[src/rtl/rx_8b10b_pkg.sv]
// Shared types, code constants and lookup functions for the multi-symbol 8b/10b receive decoder.
// Sub-block codes are handled in transmission order: abcdei and fghj, leftmost letter in the MSB.
package rx_8b10b_pkg;

  typedef enum logic [2:0] {
    DISP_NEG,
    DISP_NEU,
    DISP_POS,
    DISP_NEU_RDM,
    DISP_NEU_RDP
  } disp_class_e;

  localparam logic [9:0] K28_5_NEG  = 10'h17C;
  localparam logic [9:0] K28_5_POS  = 10'h283;
  localparam logic [6:0] COMMA_NEG  = K28_5_NEG[6:0];
  localparam logic [6:0] COMMA_POS  = K28_5_POS[6:0];
  localparam logic [5:0] K28_6B_NEG = 6'b001111;
  localparam logic [5:0] K28_6B_POS = 6'b110000;

  typedef struct packed {
    logic       valid;
    logic       k28;
    logic [4:0] edcba;
  } dec6_t;

  typedef struct packed {
    logic       valid;
    logic       alt7;
    logic [2:0] hgf;
  } dec4_t;

  typedef struct packed {
    logic [7:0]  data;
    logic        k;
    logic        dec_err;
    logic        comma;
    disp_class_e cls6;
    disp_class_e cls4;
  } sym_info_t;

  function automatic dec6_t dec6(input logic [5:0] abcdei);
    dec6_t r;
    r = '{valid: 1'b1, k28: 1'b0, edcba: 5'd0};
    case (abcdei)
      6'b100111, 6'b011000: r.edcba = 5'd0;
      6'b011101, 6'b100010: r.edcba = 5'd1;
      6'b101101, 6'b010010: r.edcba = 5'd2;
      6'b110001:            r.edcba = 5'd3;
      6'b110101, 6'b001010: r.edcba = 5'd4;
      6'b101001:            r.edcba = 5'd5;
      6'b011001:            r.edcba = 5'd6;
      6'b111000, 6'b000111: r.edcba = 5'd7;
      6'b111001, 6'b000110: r.edcba = 5'd8;
      6'b100101:            r.edcba = 5'd9;
      6'b010101:            r.edcba = 5'd10;
      6'b110100:            r.edcba = 5'd11;
      6'b001101:            r.edcba = 5'd12;
      6'b101100:            r.edcba = 5'd13;
      6'b011100:            r.edcba = 5'd14;
      6'b010111, 6'b101000: r.edcba = 5'd15;
      6'b011011, 6'b100100: r.edcba = 5'd16;
      6'b100011:            r.edcba = 5'd17;
      6'b010011:            r.edcba = 5'd18;
      6'b110010:            r.edcba = 5'd19;
      6'b001011:            r.edcba = 5'd20;
      6'b101010:            r.edcba = 5'd21;
      6'b011010:            r.edcba = 5'd22;
      6'b111010, 6'b000101: r.edcba = 5'd23;
      6'b110011, 6'b001100: r.edcba = 5'd24;
      6'b100110:            r.edcba = 5'd25;
      6'b010110:            r.edcba = 5'd26;
      6'b110110, 6'b001001: r.edcba = 5'd27;
      6'b001110:            r.edcba = 5'd28;
      K28_6B_NEG, K28_6B_POS: begin
        r.edcba = 5'd28;
        r.k28   = 1'b1;
      end
      6'b101110, 6'b010001: r.edcba = 5'd29;
      6'b011110, 6'b100001: r.edcba = 5'd30;
      6'b101011, 6'b010100: r.edcba = 5'd31;
      default:              r.valid = 1'b0;
    endcase
    return r;
  endfunction

  function automatic dec4_t dec4(input logic [3:0] fghj);
    dec4_t r;
    r = '{valid: 1'b1, alt7: 1'b0, hgf: 3'd0};
    case (fghj)
      4'b1011, 4'b0100: r.hgf = 3'd0;
      4'b1001:          r.hgf = 3'd1;
      4'b0101:          r.hgf = 3'd2;
      4'b1100, 4'b0011: r.hgf = 3'd3;
      4'b1101, 4'b0010: r.hgf = 3'd4;
      4'b1010:          r.hgf = 3'd5;
      4'b0110:          r.hgf = 3'd6;
      4'b1110, 4'b0001: r.hgf = 3'd7;
      4'b0111, 4'b1000: begin
        r.hgf  = 3'd7;
        r.alt7 = 1'b1;
      end
      default:          r.valid = 1'b0;
    endcase
    return r;
  endfunction

  function automatic disp_class_e disp_class6(input logic [5:0] abcdei, input logic valid);
    disp_class_e c;
    c = DISP_NEU;
    if (valid) begin
      if (abcdei == 6'b111000)           c = DISP_NEU_RDM;
      else if (abcdei == 6'b000111)      c = DISP_NEU_RDP;
      else if ($countones(abcdei) == 4)  c = DISP_POS;
      else if ($countones(abcdei) == 2)  c = DISP_NEG;
    end
    return c;
  endfunction

  function automatic disp_class_e disp_class4(input logic [3:0] fghj, input logic valid);
    disp_class_e c;
    c = DISP_NEU;
    if (valid) begin
      if (fghj == 4'b1100)             c = DISP_NEU_RDM;
      else if (fghj == 4'b0011)        c = DISP_NEU_RDP;
      else if ($countones(fghj) == 3)  c = DISP_POS;
      else if ($countones(fghj) == 1)  c = DISP_NEG;
    end
    return c;
  endfunction

  // Returns {violation, rd_after}; rd_after is what the sub-block implies, so a violation resyncs RD.
  function automatic logic [1:0] disp_step(input disp_class_e cls, input logic rd_in);
    logic err;
    logic rd_out;
    err    = 1'b0;
    rd_out = rd_in;
    case (cls)
      DISP_POS:     begin err = rd_in;  rd_out = 1'b1; end
      DISP_NEG:     begin err = !rd_in; rd_out = 1'b0; end
      DISP_NEU_RDM: begin err = rd_in;  rd_out = 1'b0; end
      DISP_NEU_RDP: begin err = !rd_in; rd_out = 1'b1; end
      default:      ;
    endcase
    return {err, rd_out};
  endfunction

endpackage

[src/rtl/rx_8b10b_sym_dec.sv]
// Combinational decode of one 10b symbol: byte lookup, K and comma detect, sub-block disparity classes.
module rx_8b10b_sym_dec
  import rx_8b10b_pkg::*;
(
  input  logic [9:0] sym_i,
  output sym_info_t  info_o
);

  logic [5:0] abcdei;
  logic [3:0] fghj;
  dec6_t      d6;
  dec4_t      d4;
  logic       k_alt;
  logic       is_k;

  assign abcdei = {sym_i[0], sym_i[1], sym_i[2], sym_i[3], sym_i[4], sym_i[5]};
  assign fghj   = {sym_i[6], sym_i[7], sym_i[8], sym_i[9]};

  // The RD+ form of K.28 carries the complemented 4b code, so decode it inverted.
  assign d6 = dec6(abcdei);
  assign d4 = dec4((abcdei == K28_6B_POS) ? ~fghj : fghj);

  assign k_alt = d4.alt7 && d6.valid && !d6.k28 &&
                 (d6.edcba inside {5'd23, 5'd27, 5'd29, 5'd30});
  assign is_k  = d6.k28 | k_alt;

  assign info_o.data    = {d4.hgf, d6.edcba};
  assign info_o.k       = is_k;
  assign info_o.dec_err = !d6.valid || !d4.valid || (d4.alt7 && !is_k);
  assign info_o.comma   = (sym_i[6:0] == COMMA_NEG) || (sym_i[6:0] == COMMA_POS);
  assign info_o.cls6    = disp_class6(abcdei, d6.valid);
  assign info_o.cls4    = disp_class4(fghj, d4.valid);

endmodule

[src/rtl/rx_8b10b_decoder_nx.sv]
// Two-stage multi-symbol 8b/10b receive decoder: per-symbol lookup, then running-disparity
// chain across the word with error flags and a saturating error counter.
module rx_8b10b_decoder_nx
  import rx_8b10b_pkg::*;
#(
  parameter int NUM_SYM   = 2,
  parameter int ERR_CNT_W = 16
) (
  input  logic                   BitCLK_10,
  input  logic                   Reset,
  input  logic                   RxValid_in,
  input  logic [10*NUM_SYM-1:0]  RxParallel_10,
  input  logic                   ErrCntClr,
  output logic                   RxValid_out,
  output logic [8*NUM_SYM-1:0]   RxParallel_8,
  output logic [NUM_SYM-1:0]     RxDataK,
  output logic [NUM_SYM-1:0]     decode_error,
  output logic [NUM_SYM-1:0]     disparity_error,
  output logic [NUM_SYM-1:0]     comma_det,
  output logic                   RunDisp,
  output logic [ERR_CNT_W-1:0]   err_count
);

  localparam int INC_W = $clog2(NUM_SYM + 1);
  localparam int SUM_W = ERR_CNT_W + INC_W;
  localparam logic [ERR_CNT_W-1:0] CNT_MAX = '1;

  sym_info_t sym_info [NUM_SYM];

  for (genvar gi = 0; gi < NUM_SYM; gi++) begin : g_sym
    rx_8b10b_sym_dec u_sym_dec (
      .sym_i  (RxParallel_10[10*gi +: 10]),
      .info_o (sym_info[gi])
    );
  end

  // Stage 1: registered per-symbol lookup results.
  logic      s1_valid_d, s1_valid_q;
  sym_info_t s1_sym_d [NUM_SYM];
  sym_info_t s1_sym_q [NUM_SYM];

  always_comb begin
    s1_valid_d = RxValid_in;
    s1_sym_d   = s1_sym_q;
    if (RxValid_in) s1_sym_d = sym_info;
  end

  // NOTE: sequential state uses non-blocking assignments so every flop samples pre-edge values.
  always_ff @(posedge BitCLK_10 or posedge Reset) begin
    if (Reset) begin
      s1_valid_q <= 1'b0;
      for (int i = 0; i < NUM_SYM; i++) s1_sym_q[i] <= '0;
    end else begin
      s1_valid_q <= s1_valid_d;
      s1_sym_q   <= s1_sym_d;
    end
  end

  // Stage 2: RD chain, error flags and counter.
  logic                 out_valid_d, out_valid_q;
  logic [8*NUM_SYM-1:0] data_d, data_q;
  logic [NUM_SYM-1:0]   k_d, k_q;
  logic [NUM_SYM-1:0]   dec_err_d, dec_err_q;
  logic [NUM_SYM-1:0]   disp_err_d, disp_err_q;
  logic [NUM_SYM-1:0]   comma_d, comma_q;
  logic                 rd_d, rd_q;
  logic [ERR_CNT_W-1:0] err_cnt_d, err_cnt_q;
  logic                 rd_chain;
  logic [1:0]           step6, step4;
  logic [INC_W-1:0]     err_inc;
  logic [SUM_W-1:0]     err_sum;

  // NOTE: every always_comb output gets a default first, so no path leaves a latch behind.
  always_comb begin
    out_valid_d = s1_valid_q;
    data_d      = data_q;
    k_d         = k_q;
    dec_err_d   = dec_err_q;
    disp_err_d  = disp_err_q;
    comma_d     = comma_q;
    rd_d        = rd_q;
    err_cnt_d   = err_cnt_q;
    rd_chain    = rd_q;
    step6       = '0;
    step4       = '0;
    err_inc     = '0;
    err_sum     = '0;
    if (s1_valid_q) begin
      for (int k = 0; k < NUM_SYM; k++) begin
        data_d[8*k +: 8] = s1_sym_q[k].data;
        k_d[k]           = s1_sym_q[k].k;
        dec_err_d[k]     = s1_sym_q[k].dec_err;
        comma_d[k]       = s1_sym_q[k].comma;
        step6            = disp_step(s1_sym_q[k].cls6, rd_chain);
        step4            = disp_step(s1_sym_q[k].cls4, step6[0]);
        rd_chain         = step4[0];
        disp_err_d[k]    = step6[1] | step4[1];
        err_inc          = err_inc + INC_W'(dec_err_d[k] | disp_err_d[k]);
      end
      rd_d      = rd_chain;
      err_sum   = SUM_W'(err_cnt_q) + SUM_W'(err_inc);
      err_cnt_d = (err_sum > SUM_W'(CNT_MAX)) ? CNT_MAX : err_sum[ERR_CNT_W-1:0];
    end
    if (ErrCntClr) err_cnt_d = '0;
  end

  always_ff @(posedge BitCLK_10 or posedge Reset) begin
    if (Reset) begin
      out_valid_q <= 1'b0;
      data_q      <= '0;
      k_q         <= '0;
      dec_err_q   <= '0;
      disp_err_q  <= '0;
      comma_q     <= '0;
      rd_q        <= 1'b0;
      err_cnt_q   <= '0;
    end else begin
      out_valid_q <= out_valid_d;
      data_q      <= data_d;
      k_q         <= k_d;
      dec_err_q   <= dec_err_d;
      disp_err_q  <= disp_err_d;
      comma_q     <= comma_d;
      rd_q        <= rd_d;
      err_cnt_q   <= err_cnt_d;
    end
  end

  assign RxValid_out     = out_valid_q;
  assign RxParallel_8    = data_q;
  assign RxDataK         = k_q;
  assign decode_error    = dec_err_q;
  assign disparity_error = disp_err_q;
  assign comma_det       = comma_q;
  assign RunDisp         = rd_q;
  assign err_count       = err_cnt_q;

endmodule

[config.mk]
export PLATFORM = sky130hd
export DESIGN_NAME = rx_8b10b_decoder_nx
export DESIGN_NICKNAME = d
export VERILOG_FILES = /design/src/rtl/rx_8b10b_pkg.sv /design/src/rtl/rx_8b10b_sym_dec.sv /design/src/rtl/rx_8b10b_decoder_nx.sv
export SDC_FILE = /design/constraint.sdc
export NUM_CORES = 1
export LEC_CHECK = 0
export CAP_MARGIN = 5
export CORE_UTILIZATION = 50
export DETAILED_ROUTE_END_ITERATION = 8
export PLACE_DENSITY = 0.81
export SLEW_MARGIN = 25
export SYNTH_ARGS = -nofsm -noshare
export SYNTH_HDL_FRONTEND = slang
export SYNTH_SLANG_ARGS = --single-unit
[constraint.sdc]
create_clock -name BitCLK_10 -period 5.1 [get_ports BitCLK_10]
set_clock_uncertainty 0.2 [all_clocks]
set_input_delay 0.51 -clock BitCLK_10 [delete_from_list [all_inputs] [get_ports BitCLK_10]]
set_output_delay 0.51 -clock BitCLK_10 [all_outputs]
set_load 0.01 [all_outputs]
; After elaboration in Yosys (flattened, before gate mapping)
; Cells that the tools add are included.
[word_totals]
ff_bits = 77
output_inout_bits = 42
[classes]
add_sub_neg = 18
magnitude_cmp = 1
eq_ne = 160
n_mux = 52
n_bitwise = 8
n_reduce_logical = 91
[ops]
columns = cell, n
row1 = $pmux 5 s31, 2
row2 = $eq 6x6->1 const B, 48
row3 = $add 32x32->32, 6
row4 = $eq 6x5->1 const B, 28
row5 = $eq 32x3->1 const B, 4
row6 = $reduce_or 2->1, 50
row7 = $reduce_or 48->1, 2
row8 = $eq 6x4->1 const B, 14
row9 = $eq 32x2->1 const B, 2
row10 = $eq 32x4->1 const B, 2
row11 = $eq 4x4->1 const B, 16
row12 = $mux 16, 3
row13 = $mux 3, 16
row14 = $pmux 3 s7, 2
row15 = $eq 5x5->1 const B, 8
row16 = $eq 6x3->1 const B, 6
row17 = $eq 4x3->1 const B, 8
row18 = $reduce_or 14->1, 2
row19 = $eq 3x2->1 const B, 8
row20 = $eq 4x2->1 const B, 6
row21 = $add 1x1->2, 11
row22 = $mux 1, 19
row23 = $add 16x2->17, 1
row24 = $gt 17x16->1 const B, 1
row25 = 16 further kinds, 65

; Logic depth before layout (Yosys ltp)
[depth]
ltp_word = 19
depth_mapped = 15
mapped_depth_nobuf = 15

; Cells and area by module
; From an unflattened synthesis, not the netlist that was laid out.
[hier_totals]
hier_cells = 684
area_unflattened_um2 = 6137.1
[modules_own_cells]
columns = module, n_inst, cells_each, area_per_inst_um2, seq_area_each_um2
row1 = rx_8b10b_decoder_nx, 1, 268, 3345.7, 1926.8
row2 = rx_8b10b_sym_dec (g_sym[1].u_sym_dec), 1, 206, 1402.6, 0.0
row3 = rx_8b10b_sym_dec (g_sym[0].u_sym_dec), 1, 210, 1388.8, 0.0

; Worst setup path before layout
; Ideal clock, no wire load.
[synth_timing]
path_kind = reg-to-reg
startpoint = reg rd_q (netlist: RunDisp)
endpoint = reg err_cnt_q[7] (netlist: err_count[7])
t_arrival_ps = 3347
slack_ps = 1449
path_stages_with_launch = 15
path_buffers = 1
synth_period_minus_slack_ps = 3651
cell_sequence = dfrtp_1 inv_1 a21o_1 a2111o_1 and3_1 a31o_1 a221o_1 nand2b_1 fa_1 ha_1 nand2_1 or2_1 or3_1 clkbuf_1 a221oi_1
[synth_between]
elab_chain_len = 17
[synth_lines]
columns = item, line_no
row1 = "start, declared", rx_8b10b_decoder_nx.sv:66  ; logic rd_d, rd_q;
row2 = "start signal, assigned", rx_8b10b_decoder_nx.sv:124  ; rd_q <= rd_d;
row3 = $pmux 1 s2, rx_8b10b_pkg.sv:137  ; case (cls)
row4 = $mux 1, rx_8b10b_decoder_nx.sv:88  ; if (s1_valid_q) begin
row5 = $pmux 1 s2, rx_8b10b_pkg.sv:137
row6 = $mux 1, rx_8b10b_decoder_nx.sv:88
row7 = $pmux 1 s2, rx_8b10b_pkg.sv:137
row8 = $mux 1, rx_8b10b_decoder_nx.sv:88
row9 = $logic_not 1->1, "rx_8b10b_pkg.sv:139, rx_8b10b_pkg.sv:141"
row10 = $pmux 1 s2, rx_8b10b_pkg.sv:137
row11 = $mux 1, rx_8b10b_decoder_nx.sv:88
row12 = $or 1x1->1, rx_8b10b_decoder_nx.sv:97  ; disp_err_d[k] = step6[1] | step4[1];
row13 = $or 1x1->1, rx_8b10b_decoder_nx.sv:98  ; err_inc = err_inc + INC_W'(dec_err_d[k] | disp_err_d[k]);
row14 = $add 1x1->2 (*), rx_8b10b_decoder_nx.sv:98
row15 = $add 16x2->17 (*), rx_8b10b_decoder_nx.sv:101  ; err_sum = SUM_W'(err_cnt_q) + SUM_W'(err_inc);
row16 = $gt 17x16->1, rx_8b10b_decoder_nx.sv:102  ; err_cnt_d = (err_sum > SUM_W'(CNT_MAX)) ? CNT_MAX : err_sum[ERR_CNT_W-1:0];
row17 = $mux 16 (*), rx_8b10b_decoder_nx.sv:102
row18 = $mux 16 (*), rx_8b10b_decoder_nx.sv:88
row19 = $mux 16 (*), rx_8b10b_decoder_nx.sv:104  ; if (ErrCntClr) err_cnt_d = '0;
row20 = "end signal, assigned", rx_8b10b_decoder_nx.sv:125  ; err_cnt_q <= err_cnt_d;
row21 = "end, declared", rx_8b10b_decoder_nx.sv:67  ; logic [ERR_CNT_W-1:0] err_cnt_d, err_cnt_q;
; Every way passes the cells marked *; elsewhere a longest branch is shown, timed or not. The select of a mux whose other input is x is not followed.
; A chain may end at the register's enable or synchronous reset.

; Worst setup path after layout
[layout_timing]
startpoint = reg s1_sym_q[22] (netlist name)
endpoint = reg err_cnt_q[1] (netlist: err_count[1])
[layout_between]
elab_chain_len = 19
[layout_lines]
columns = item, line_no
row1 = "start, declared", rx_8b10b_decoder_nx.sv:40  ; sym_info_t s1_sym_q [NUM_SYM];
row2 = "start signal, assigned", rx_8b10b_decoder_nx.sv:55  ; s1_sym_q <= s1_sym_d;
row3 = $eq 3x3->1 (tied with other cells), rx_8b10b_pkg.sv:137
row4 = $reduce_or 2->1 (no source line), -
row5 = $pmux 1 s2, rx_8b10b_pkg.sv:137
row6 = $mux 1, rx_8b10b_decoder_nx.sv:88
row7 = $pmux 1 s2, rx_8b10b_pkg.sv:137
row8 = $mux 1, rx_8b10b_decoder_nx.sv:88
row9 = $pmux 1 s2, rx_8b10b_pkg.sv:137
row10 = $mux 1, rx_8b10b_decoder_nx.sv:88
row11 = [... 3 more ...], -
row12 = $or 1x1->1, rx_8b10b_decoder_nx.sv:97
row13 = $or 1x1->1, rx_8b10b_decoder_nx.sv:98
row14 = $add 1x1->2 (*), rx_8b10b_decoder_nx.sv:98
row15 = $add 16x2->17 (*), rx_8b10b_decoder_nx.sv:101
row16 = $gt 17x16->1, rx_8b10b_decoder_nx.sv:102
row17 = $mux 16 (*), rx_8b10b_decoder_nx.sv:102
row18 = $mux 16 (*), rx_8b10b_decoder_nx.sv:88
row19 = $mux 16 (*), rx_8b10b_decoder_nx.sv:104
; Marks and branches as above.

==> flow_summary.yaml <==
outcome:
  status: "complete, no violations"
power:
  pwr_density_cell_mw_per_mm2: 280.3
  leakage_nw: 2.937
  ir_worst_vdd_mv: 0.2420
  total_power_w: 0.001887
timing:
  slew_headroom_pct: 46.06
  post-route-min-period_ps: 4055
  fin_crit_sh_pct: 79.51
  slew_violations: 0
  setup_slack_ps: 1045
  worst_slew_pin_slew_ps: 797.8
  hold_viol: 0
  tns_ps: 0
  fmaxAchievable_mhz: 246.6
  setup_viol: 0
  rsz0062_at_grt: "false"
logic_synthesis:
  ys_async_sr_fraction_pct: 100.0
  ys_seq_area_share_pct: 33.08
  synth_compound_area_share_pct: 22.47
  synth_flop_cell: "dfrtp_1"
  synth_xor_area_share_pct: 0.6014
  synthMuxAreaShare_pct: 5.584
  synth_top_area_share_pct: 33.08
  synth_seq_cells: 77
  netlist_instances: 684
  synth-edff-count: 0
  synth_fp_nets: 755
  synth_top_family_by_area: "compound AO/OA/AOI/OAI gates"
  synth_fa_ha_area_share_pct: 11.00
  synth_warnings: 0
  synth.avg_cell_area_um2: 8.517
  yosys.area.top_type: "dfrtp_1"
  ys_types: 63
  syn_area_mm2: 0.005826
  synthSimpleGateAreaFrac_pct: 20.27
  ys_top_cells_by_area: "dfrtp_1 33%, ha_1 8.6%, mux2_2 5.4%"
hold_path:
  min_path_type: "reg2reg"
critical_path:
  critPathMaxStageDelay_ps: 580
  crit_family: "compound AO/OA/AOI/OAI gates"
  end_kind: "register"
  path_class: "reg2reg"
  crit_buf_inv: 1
  critPathRequiredTime_ps: 5110
  startpoint_type: "register"
  crit_chain: "inv_1 > a21o_1 > a2111o_1 > and3_1 > a31o_1 > a221o_1 > nand2b_1 > fa_1 > ha_1 > nand2_1 > or2_1 > or3_1 > a311oi_1"
  crit_slowest_cell: "or3_1"
  cp_max_fo: 13
  cp_data_arrival_time_ps: 4070
floorplanning:
  initial_utilization_pct: 51.24
  dieArea_mm2: 0.01209
  dieWidth_um: 109.9
  core_region_area_mm2: 0.01137
  ios: 66
  die_h_um: 109.9
  fp-row-count: 39
place:
  io_buffers: 65
  hpwl_um: 10480
  place_inst: 849
  gp_congestion: 0.9344
  pre_cts_ws_ps: 1107
drt:
  vias_per_cell: 6.328
  drtIter0Drc: 419
  vias: 5442
  ant_nets: 0
  routed_wl_um: 14720
  wl_per_cell_um: 17.12
  drcViolationCount: 0
  dr.pass1.iters: 6
layout:
  antenna_cells: 0
  drive_gt1_share_pct: 6.555
  area_delta_synth_final_pct: 15.55
  layout.nets: 788
  instances_no_fill: 860
  fin_util_pct: 59.21
cts:
  cts_root_buffer: "clkbuf_16"
  post-cts-setup-buffers: 0
  htreeDepth: 3
  cts_buffer_depth: 2
  cts_tree: "built"
  post_cts_resized: 0
  worstSkewPairLatency_ps: 330
  numCtsBuffers: 9
  clk_pin_slew_ps: 50
  clkSinkCount: 77
  cts_hold_buf: 0
global_routing:
  grt_max_degree: 50
  grt_pass1_vias: 4945
  antenna_found_initial: 0
  track_usage_pct: 25.54
  grt_overflow_total: 0
  grt_pass1_wl_um: 24350
job:
  drv_cap: 0
==> final cells by class <==
| class | instances | area [µm²] |
|---|---|---|
| fill | 988 | 4638 |
| multi-input combinational | 503 | 3491 |
| sequential | 77 | 1927 |
| timing repair buffer | 68 | 673.1 |
| clock buffer | 11 | 242.7 |
| inverter | 58 | 219.0 |
| tap | 143 | 178.9 |
==> per-layer routing <==
metal | vias up | GRT usage [%] | wire length (µm)
li1 | 2551 | - | -
met1 | 2631 | 35.76 | 6707
met2 | 235 | 40.27 | 6802
met3 | 25 | 4.564 | 1001
met4 | 0 | 7.143 | 210
met5 | - | 0 | 0
==> per-stage QoR <==
| step | cell area [µm²] | hold slack, ps |
|---|---|---|
| finish | 6731 | 280.9 |
| global route | 6731 | 304.2 |
| CTS | 6731 | 288.7 |
| detailed placement | 6489 | 276.8 |
| global placement | 6489 | 271.3 |
| floorplan | 5826 | 151.9 |
==> cells in the final DEF, fill, tap and decap left out, drive strengths merged, types with 5 or more instances in the layout <==
cell	netlist	final
dfrtp	77	77
nor2	70	70
clkdlybuf4s50	0	65
nand2	59	59
inv	58	57
ha	40	40
o21ai	36	36
nand3	30	30
mux2	28	28
a21oi	27	27
nor3	17	17
a22o	16	16
and3	14	14
a211oi	14	14
o22ai	12	12
clkbuf	41	11
nand4	10	10
nand4b	9	9
a21o	7	7
fa	7	7
o211ai	6	6
and2	6	6
a32o	6	6
nor4	6	6
a32oi	5	5
a221oi	5	5
==> cells in the mapped netlist (all sizes together) (3+ instances only) <==
cell type	n
nand4	10
nand4b	9
a21oi	27
a211oi	14
a222oi	3
a32o	6
a22oi	4
o32ai	3
ha	40
dfrtp	77
a21boi	4
o21a	4
a22o	16
o22ai	12
nor3	17
o21ai	36
a31oi	3
nor4	6
o2111ai	4
nand2	59
nor2	70
o2bb2ai	3
inv	58
or2	4
a221oi	5
or3	4
fa	7
nand3	30
and2	6
a32oi	5
buf	5
and3	14
a21o	7
and4	4
clkbuf	41
a311oi	3
o211ai	6
mux2	28
==> path summary, 6_finish.rpt <==
path	startpoint	endpoint	slack [ps]	cells past startpoint
max in group asynchronous	Reset	s1_sym_q[22]$_DFFE_PP0P_	3400	3
min in group asynchronous	Reset	err_count[13]$_DFFE_PP0P_	370	2
setup / recovery	s1_sym_q[22]$_DFFE_PP0P_	err_count[1]$_DFFE_PP0P_	1040	13
hold reg to reg	disparity_error[0]$_DFFE_PP0P_	disparity_error[0]$_DFFE_PP0P_	280	1
hold / removal	disparity_error[0]$_DFFE_PP0P_	disparity_error[0]$_DFFE_PP0P_	280	1
setup reg to reg	s1_sym_q[22]$_DFFE_PP0P_	err_count[1]$_DFFE_PP0P_	1040	13
==> worst reg2reg max path, delay by kind of cell, from the launching register on <==
kind                     cells  cell delay, ps
AO/OA/AOI/OAI                5            1610
AND/OR/NAND/NOR              5            1210
adder cells (fa/ha/maj)      2             480
flip-flops                   1             370
buffers and inverters        1              70
==> state kept, by name (all words and copies together) (netlist names) <==
name and cells:
RunDisp 1, disparity_error 2, decode_error 2, RxValid_out 1, out_valid_d 1, RxDataK 2, RxParallel_8 16, err_count 16
s1_sym_q 34, comma_det 2
==> cell families after synthesis <==
logic type               count (synthesis)
AO/OA/AOI/OAI                          183
XOR/XNOR                                 4
adder cells (fa/ha/maj)                 47
buffers and inverters                  104
flip-flops                              77
multiplexers                            29
AND/OR/NAND/NOR                        240
==> power by group <==
| group | internal, W | switching [W] | leakage (nW) |
|---|---|---|---|
| Clock | 0.000329 | 0.000216 | 0.119 |
| Sequential | 0.000693 | 0.0000590 | 0.957 |
| Combinational | 0.000279 | 0.000311 | 1.86 |
| Total | 0.00130 | 0.000586 | 2.94 |
No activity file was read; power rests on OpenSTA's default activity.
